`src/rtl/bow_charge_ctrl.sv`:
```
// rtl/bow_charge_ctrl.sv - bow draw/charge sequencer and arrow release; optional BOW_OVERCHARGE_EN
module bow_charge_ctrl #(
  parameter int FRAMES_PER_STAGE = 20,
  parameter int COOLDOWN_FRAMES  = 30,
  parameter int HOLD_LIMIT       = 120
) (
  input  logic       vga_clk,
  input  logic       reset_n,
  input  logic       frame_start,
  input  logic       game_active,
  input  logic       fire_btn,
  output logic [1:0] bow_frame,
  output logic       arrow_fire,
  output logic [1:0] arrow_power,
  output logic       busy
);

  localparam int MAX_FC = (FRAMES_PER_STAGE > COOLDOWN_FRAMES) ? FRAMES_PER_STAGE : COOLDOWN_FRAMES;
  localparam int MAX_ALL = (MAX_FC > HOLD_LIMIT) ? MAX_FC : HOLD_LIMIT;
  localparam int CW = $clog2(MAX_ALL + 1);
  localparam logic [CW-1:0] STAGE_LAST = CW'(FRAMES_PER_STAGE - 1);
  localparam logic [CW-1:0] COOL_LAST  = CW'(COOLDOWN_FRAMES - 1);
`ifdef BOW_OVERCHARGE_EN
  localparam logic [CW-1:0] HOLD_LAST  = CW'(HOLD_LIMIT - 1);
`endif

  localparam logic [1:0] S_IDLE   = 2'd0;
  localparam logic [1:0] S_CHARGE = 2'd1;
  localparam logic [1:0] S_COOL   = 2'd2;

  logic          btn_m, btn_s, btn_s_d;
  logic          press, rel;
  logic [1:0]    state;
  logic [1:0]    stage;
  logic [CW-1:0] fcnt;
  logic [1:0]    bow_reg;
`ifdef BOW_OVERCHARGE_EN
  logic [CW-1:0] hcnt;
`endif

  always_ff @(posedge vga_clk or negedge reset_n) begin
    if (!reset_n) begin
      btn_m   <= 1'b0;
      btn_s   <= 1'b0;
      btn_s_d <= 1'b0;
    end else begin
      btn_m   <= fire_btn;
      btn_s   <= btn_m;
      btn_s_d <= btn_s;
    end
  end

  assign press = btn_s & ~btn_s_d;
  assign rel   = ~btn_s & btn_s_d;

  always_ff @(posedge vga_clk or negedge reset_n) begin
    if (!reset_n) begin
      state       <= S_IDLE;
      stage       <= 2'd0;
      fcnt        <= '0;
      bow_reg     <= 2'd0;
      arrow_fire  <= 1'b0;
      arrow_power <= 2'd0;
`ifdef BOW_OVERCHARGE_EN
      hcnt        <= '0;
`endif
    end else begin
      arrow_fire  <= 1'b0;
      arrow_power <= 2'd0;
      // Sprite select latches pre-transition state so the frame shown is tear-free
      if (frame_start)
        bow_reg <= (state == S_CHARGE) ? stage : 2'd0;
      if (!game_active) begin
        state   <= S_IDLE;
        stage   <= 2'd0;
        fcnt    <= '0;
        bow_reg <= 2'd0;
`ifdef BOW_OVERCHARGE_EN
        hcnt    <= '0;
`endif
      end else begin
        case (state)
          S_IDLE: begin
            if (press) begin
              state <= S_CHARGE;
              stage <= 2'd0;
              fcnt  <= '0;
`ifdef BOW_OVERCHARGE_EN
              hcnt  <= '0;
`endif
            end
          end
          S_CHARGE: begin
            if (rel) begin
              if (stage == 2'd0) begin
                state <= S_IDLE;
              end else begin
                state       <= S_COOL;
                fcnt        <= '0;
                stage       <= 2'd0;
                arrow_fire  <= 1'b1;
                arrow_power <= stage;
              end
            end else if (frame_start) begin
              if (stage != 2'd3) begin
                if (fcnt == STAGE_LAST) begin
                  stage <= stage + 2'd1;
                  fcnt  <= '0;
                end else begin
                  fcnt <= fcnt + CW'(1);
                end
              end
`ifdef BOW_OVERCHARGE_EN
              else if (hcnt == HOLD_LAST) begin
                state       <= S_COOL;
                fcnt        <= '0;
                stage       <= 2'd0;
                arrow_fire  <= 1'b1;
                arrow_power <= 2'd3;
              end else begin
                hcnt <= hcnt + CW'(1);
              end
`endif
            end
          end
          S_COOL: begin
            if (frame_start) begin
              if (fcnt == COOL_LAST) begin
                state <= S_IDLE;
                fcnt  <= '0;
              end else begin
                fcnt <= fcnt + CW'(1);
              end
            end
          end
          default: state <= S_IDLE;
        endcase
      end
    end
  end

  assign bow_frame = game_active ? bow_reg : 2'd0;
  assign busy      = (state != S_IDLE);

endmodule
```
`config.mk`:
```
export PLATFORM = sky130hd
export DESIGN_NAME = bow_charge_ctrl
export DESIGN_NICKNAME = d
export VERILOG_FILES = /design/src/rtl/bow_charge_ctrl.sv
export SDC_FILE = /design/constraint.sdc
export NUM_CORES = 1
export LEC_CHECK = 0
export BUFFER_PORTS_ARGS = -buffer_cell sky130_fd_sc_hd__buf_2
export CORE_MARGIN = 1
export CORE_UTILIZATION = 45
export CTS_CLUSTER_DIAMETER = 80
export CTS_CLUSTER_SIZE = 20
export DETAILED_ROUTE_END_ITERATION = 8
export MAX_ROUTING_LAYER = met4
export PLACE_DENSITY = 0.64
export SLEW_MARGIN = 40
export SYNTH_ARGS = -nofsm -noshare
export SYNTH_HDL_FRONTEND = slang
export SYNTH_SLANG_ARGS = --single-unit
export TNS_END_PERCENT = 10
```
`constraint.sdc`:
```
create_clock -name vga_clk -period 2.9 [get_ports vga_clk]
set_clock_uncertainty 0.05 [all_clocks]
set_input_delay 0.58 -clock vga_clk [delete_from_list [all_inputs] [get_ports vga_clk]]
set_output_delay 0.58 -clock vga_clk [all_outputs]
set_load 0.01 [all_outputs]
```
### Yosys cells after proc, flatten, opt, wreduce, memory -nomap -nowiden

Index checks and enable logic that the tools add are counted.

* reduce and logical (&&, ||, !) cells: 6
* bitwise gates (word level): 4
* multiplexer cells: 37
* $add $sub $neg: 2
* eq/ne operators: 16

Operators by type and width (number)
* 7-bit 2-to-1 mux: 9
* 2-bit 2-to-1 mux: 21
* 7-bit one-hot mux with 3 select lines: 1
* 7-bit by 5-bit == test with 1-bit output, second input constant: 2
* 3-bit inequality test, second input constant: 4
* 6-bit AND reduction: 2
* 4-bit by 3-bit inequality test with 1-bit output, second input constant: 2
* 4-bit inequality test, second input constant: 2
* 7-bit by 1-bit adder with 7-bit output, second input constant: 1
* 2-bit one-hot mux with 3 select lines: 1
* 2-bit logical NOT: 2
* 1-bit 2-to-1 mux: 4
* 2-bit inequality test, second input constant: 2
* 4-bit by 1-bit inequality test with 1-bit output, second input constant: 1
* 2-bit one-hot mux with 2 select lines: 1
* 4-bit AND reduction: 1
* 3-bit by 1-bit inequality test with 1-bit output, second input constant: 1
* 2-bit by 1-bit adder with 2-bit output, second input constant: 1
* 1-bit bitwise AND: 2
* 2-bit by 1-bit == test with 1-bit output, second input constant: 1
* 2-bit == test, second input constant: 1
* 1-bit inverter: 2
* 2-bit nonzero test: 1

* bits in registers: 19
* input port bits: 5
* output and inout bits: 6

### Longest topological paths before layout

* depth in word-level cells: 7
* gate-level depth with buffers: 7

### Worst setup path after synthesis

OpenSTA, ideal clock, no wires.

* path kind: register to register
* start: reg stage[0]
* end: reg fcnt[3]
* path buffers: 0
* required time: 2.758 ns
* slack: 1.061 ns
* stages on the path, launching flop included: 8
* arrival: 1.697 ns
* clock period less this slack: 1.839 ns
* path through: dfrtp_1 > inv_1 > ha_1 > or3b_1 > o211ai_2 > a21boi_2 > or2_4 > o31ai_2

* word-level cells in the longest chain between the ends: 3
* elaborated cells on any way between the ends: 5

RTL lines
* start: declaration: RTL line 34 `logic [1:0] stage;`
* start signal: assignment: RTL line 107 `stage <= stage + 2'd1;`
* 2-bit inequality test / 2-bit logical NOT (equally long branches): RTL line 105, 95
* 4-bit by 3-bit inequality test with 1-bit output (no source line) / 4-bit inequality test (equally long branches)
* 6-bit AND reduction (no source line) (*)
* end signal: assignment: RTL line 110 `fcnt <= fcnt + CW'(1);`
* end signal: assignment: RTL line 132 `fcnt <= fcnt + CW'(1);`
* end: declaration: RTL line 35 `logic [CW-1:0] fcnt;`

Mark *: on every way between the ends. The rest lies on a longest branch, timed or not.
A chain may end at the register's enable or synchronous reset.

### Worst setup path in the final report

Same ends and word-level chain as after synthesis.

==> flow_metrics.env <==
export IMPL_peakVddDrop_mv=0.308
export IMPL_finalWorstPathRequiredPeriod_ns=1.98
export IMPL_hpwl_um=1570
export IMPL_clkSinkCount=19
export IMPL_synth_cells=109
export IMPL_grt_usage=0.200
export IMPL_finalSetupViolCount=0
export IMPL_wl_per_cell_um=14.1
export IMPL_fin_setup_tns_ns=0
export IMPL_yosys_warnings=0
export IMPL_rsz0062_at_grt="no"
export IMPL_grt_overflow=0
export IMPL_design_core_area_um2=2250
export IMPL_crit_type="reg -> reg"
export IMPL_synth_cell_types=36
export IMPL_outcome="complete, no violations"
export IMPL_fmax_mhz=506
export IMPL_grt_pass1_wl_um=3680
export IMPL_slew_headroom=0.627
export IMPL_yosys_area_top_type="dfrtp_1"
export IMPL_post_cts_buffers=0
export IMPL_post_cts_resized=0
export IMPL_synth_simple_area_share=0.223
export IMPL_cp_end_kind="flip-flop"
export IMPL_first_pass_iters=4
export IMPL_synthAdderAreaFrac=0.0916
export IMPL_synth_seq_area_share=0.435
export IMPL_cts_buffers=3
export IMPL_top_layer="met4"
export IMPL_num_rows=17
export IMPL_cp_required_ns=3.08
export IMPL_place_gp_congestion=0.863
export IMPL_synth_area_um2=1090
export IMPL_cp_arrival_ns=2.16
export IMPL_reg2reg_setup_slack_ns=0.92
export IMPL_hold_buffers=0
export IMPL_clockBufferDepth=2
export IMPL_p_per_area_nw_per_um2=484
export IMPL_grt_pass1_vias=805
export IMPL_io_pins=11
export IMPL_dieArea_um2=2630
export IMPL_grt_antenna_before_repair=0
export IMPL_antenna_cells=0
export IMPL_leakage_nw=0.527
export IMPL_viasPerCell=5.54
export IMPL_drt_total_wl_um=2110
export IMPL_regMostFlops="fcnt"
export IMPL_synth_compound_area_share=0.187
export IMPL_syn_num_nets=122
export IMPL_tightest_slew_ns=0.553
export IMPL_final_antenna_net_count=0
export IMPL_grt_max_degree=20
export IMPL_place_ws_ns=0.926
export IMPL_syn_avg_cell_area_um2=10.0
export IMPL_vias=831
export IMPL_clkTransAtPathRegs_ns=0.12
export IMPL_h_tree_depth=1
export IMPL_port_buffers=10
export IMPL_wl_met1_um=1000
export IMPL_cts_tree="done"
export IMPL_synth_async_reset_ratio=1.00
export IMPL_drt_initial_drc_count=11
export IMPL_nets=136
export IMPL_cp_start_kind="flip-flop"
export IMPL_syn_to_final_growth_pct=9.97
export IMPL_clk_latency_ns=0.30
export IMPL_ys_ff_latch=19
export IMPL_largest_reg_flops=7
export IMPL_synth_edff_count=0
export IMPL_timing_final_ws_setup_ns=0.922
export IMPL_synth_xor_area_frac=0
export IMPL_drc_errors=0
export IMPL_die_y_um=51.3
export IMPL_synthFlopType="dfrtp_1"
export IMPL_start_util=0.484
export IMPL_synthMuxAreaShare=0.0286
export IMPL_die_w_um=51.3
export IMPL_max_cap_violations=0
export IMPL_critPathMaxFanout=10
export IMPL_slew_violations=0
export IMPL_hold_viol_final=0
export IMPL_fin_crit_sh=0.682
export IMPL_yosys_area_top_type_share=0.435
export IMPL_synthTopCellsByArea="dfrtp_1 (44%), ha_1 (9.2%), nand3_1 (4.6%), nand2_1 (3.8%), inv_1 (2.7%)"
export IMPL_hold_path_class="in -> async"
export IMPL_drive_gt1_frac=0.189
export IMPL_met2_length_um=1020
export IMPL_cts_root_buf="clkbuf_4"
export IMPL_wl_met3_um=48
export IMPL_synth_top_family_by_area="simple AND/OR/NAND/NOR gates"
-- final cells by class --
class | count | area (um^2)
multi-input combinational | 80 | 579
fill | 219 | 1050
inverter | 9 | 33.8
timing repair buffer | 10 | 50.0
clock inverter | 1 | 5.00
tap | 28 | 35.0
clock buffer | 3 | 22.5
sequential | 19 | 475
-- path summary, 6_finish.rpt --
kind	start	endpoint	cells after the start
setup / recovery	stage[0]	fcnt[3]	7
hold / removal	reset_n	fcnt[3]	1
setup reg to reg	stage[0]	fcnt[3]	7
hold reg to reg	btn_m	btn_s	0
max in group asynchronous	reset_n	stage[0]	1
min in group vga_clk	btn_m	btn_s	0
-- synthesized netlist by cell type, types with 3 or more instances --
cell type  number
dfrtp_1        19
nand2_1        11
nand3_1        10
ha_1            8
inv_1           8
nor2_1          5
nand2b_1        4
nor3_1          4
nor4_1          3
o21ai_0         3
o21bai_1        3
o2bb2ai_1       3
-- report_power, final --
| part | leakage, nW | switching (W) | internal, W |
|---|---|---|---|
| combinational | 0.252 | 0.000101 | 0.0000605 |
| sequential | 0.257 | 0.00000770 | 0.000274 |
| clock | 0.0177 | 0.0000867 | 0.0000514 |
-- per-layer routing --
metal,vias to the layer above,GRT usage
met5,-,-
met4,0,0.117
met3,4,0.0357
met2,12,0.287
met1,398,0.264
li1,417,-
-- worst max-delay path, stage by stage, from the launching register on --
cell and delay, ns:
dfrtp_1 0.43, inv_1 0.08, ha_1 0.25, or3b_1 0.40
o211ai_2 0.09, a21boi_2 0.14, or2_4 0.30, o31ai_2 0.17
-- metrics by stage --
step	total power, W	cell area [um^2]	utilization	cells	hold WS, ns
finish	0.000582	1200	0.533	150	0.144
global route	0.000622	1200	0.533	150	0.157
CTS	0.000591	1200	0.533	150	0.149
detailed placement	0.000448	1170	0.521	146	0.289
global placement	0.000442	1170	0.521	146	0.284
floorplan	0.000406	1090	-	109	0.234
-- kinds of logic after synthesis --
| family | after synthesis |
|---|---|
| fa+ha+maj | 8 |
| buf+inv | 10 |
| simple gates | 46 |
| mux | 3 |
| flops | 19 |
| compound gates | 23 |
-- cell usage in the layout (no fill, tap or decap), drive strengths merged --
cell type	instances
mux2	1
a21boi	3
o311ai	1
nand2	11
o2bb2ai	3
a31oi	1
clkinv	1
dfrtp	19
a21oi	1
inv	9
or2	1
or3b	1
buf	10
o32a	1
ha	8
clkbuf	3
nor4	4
nand2b	5
nor2	5
and2	2
mux2i	2
or3	2
a211o	1
o21ai	4
nor3	4
o31ai	2
nand3	10
nor2b	1
o21bai	3
o211ai	1
a221oi	1
o2bb2a	1
Power figures use the tool's default switching activity.
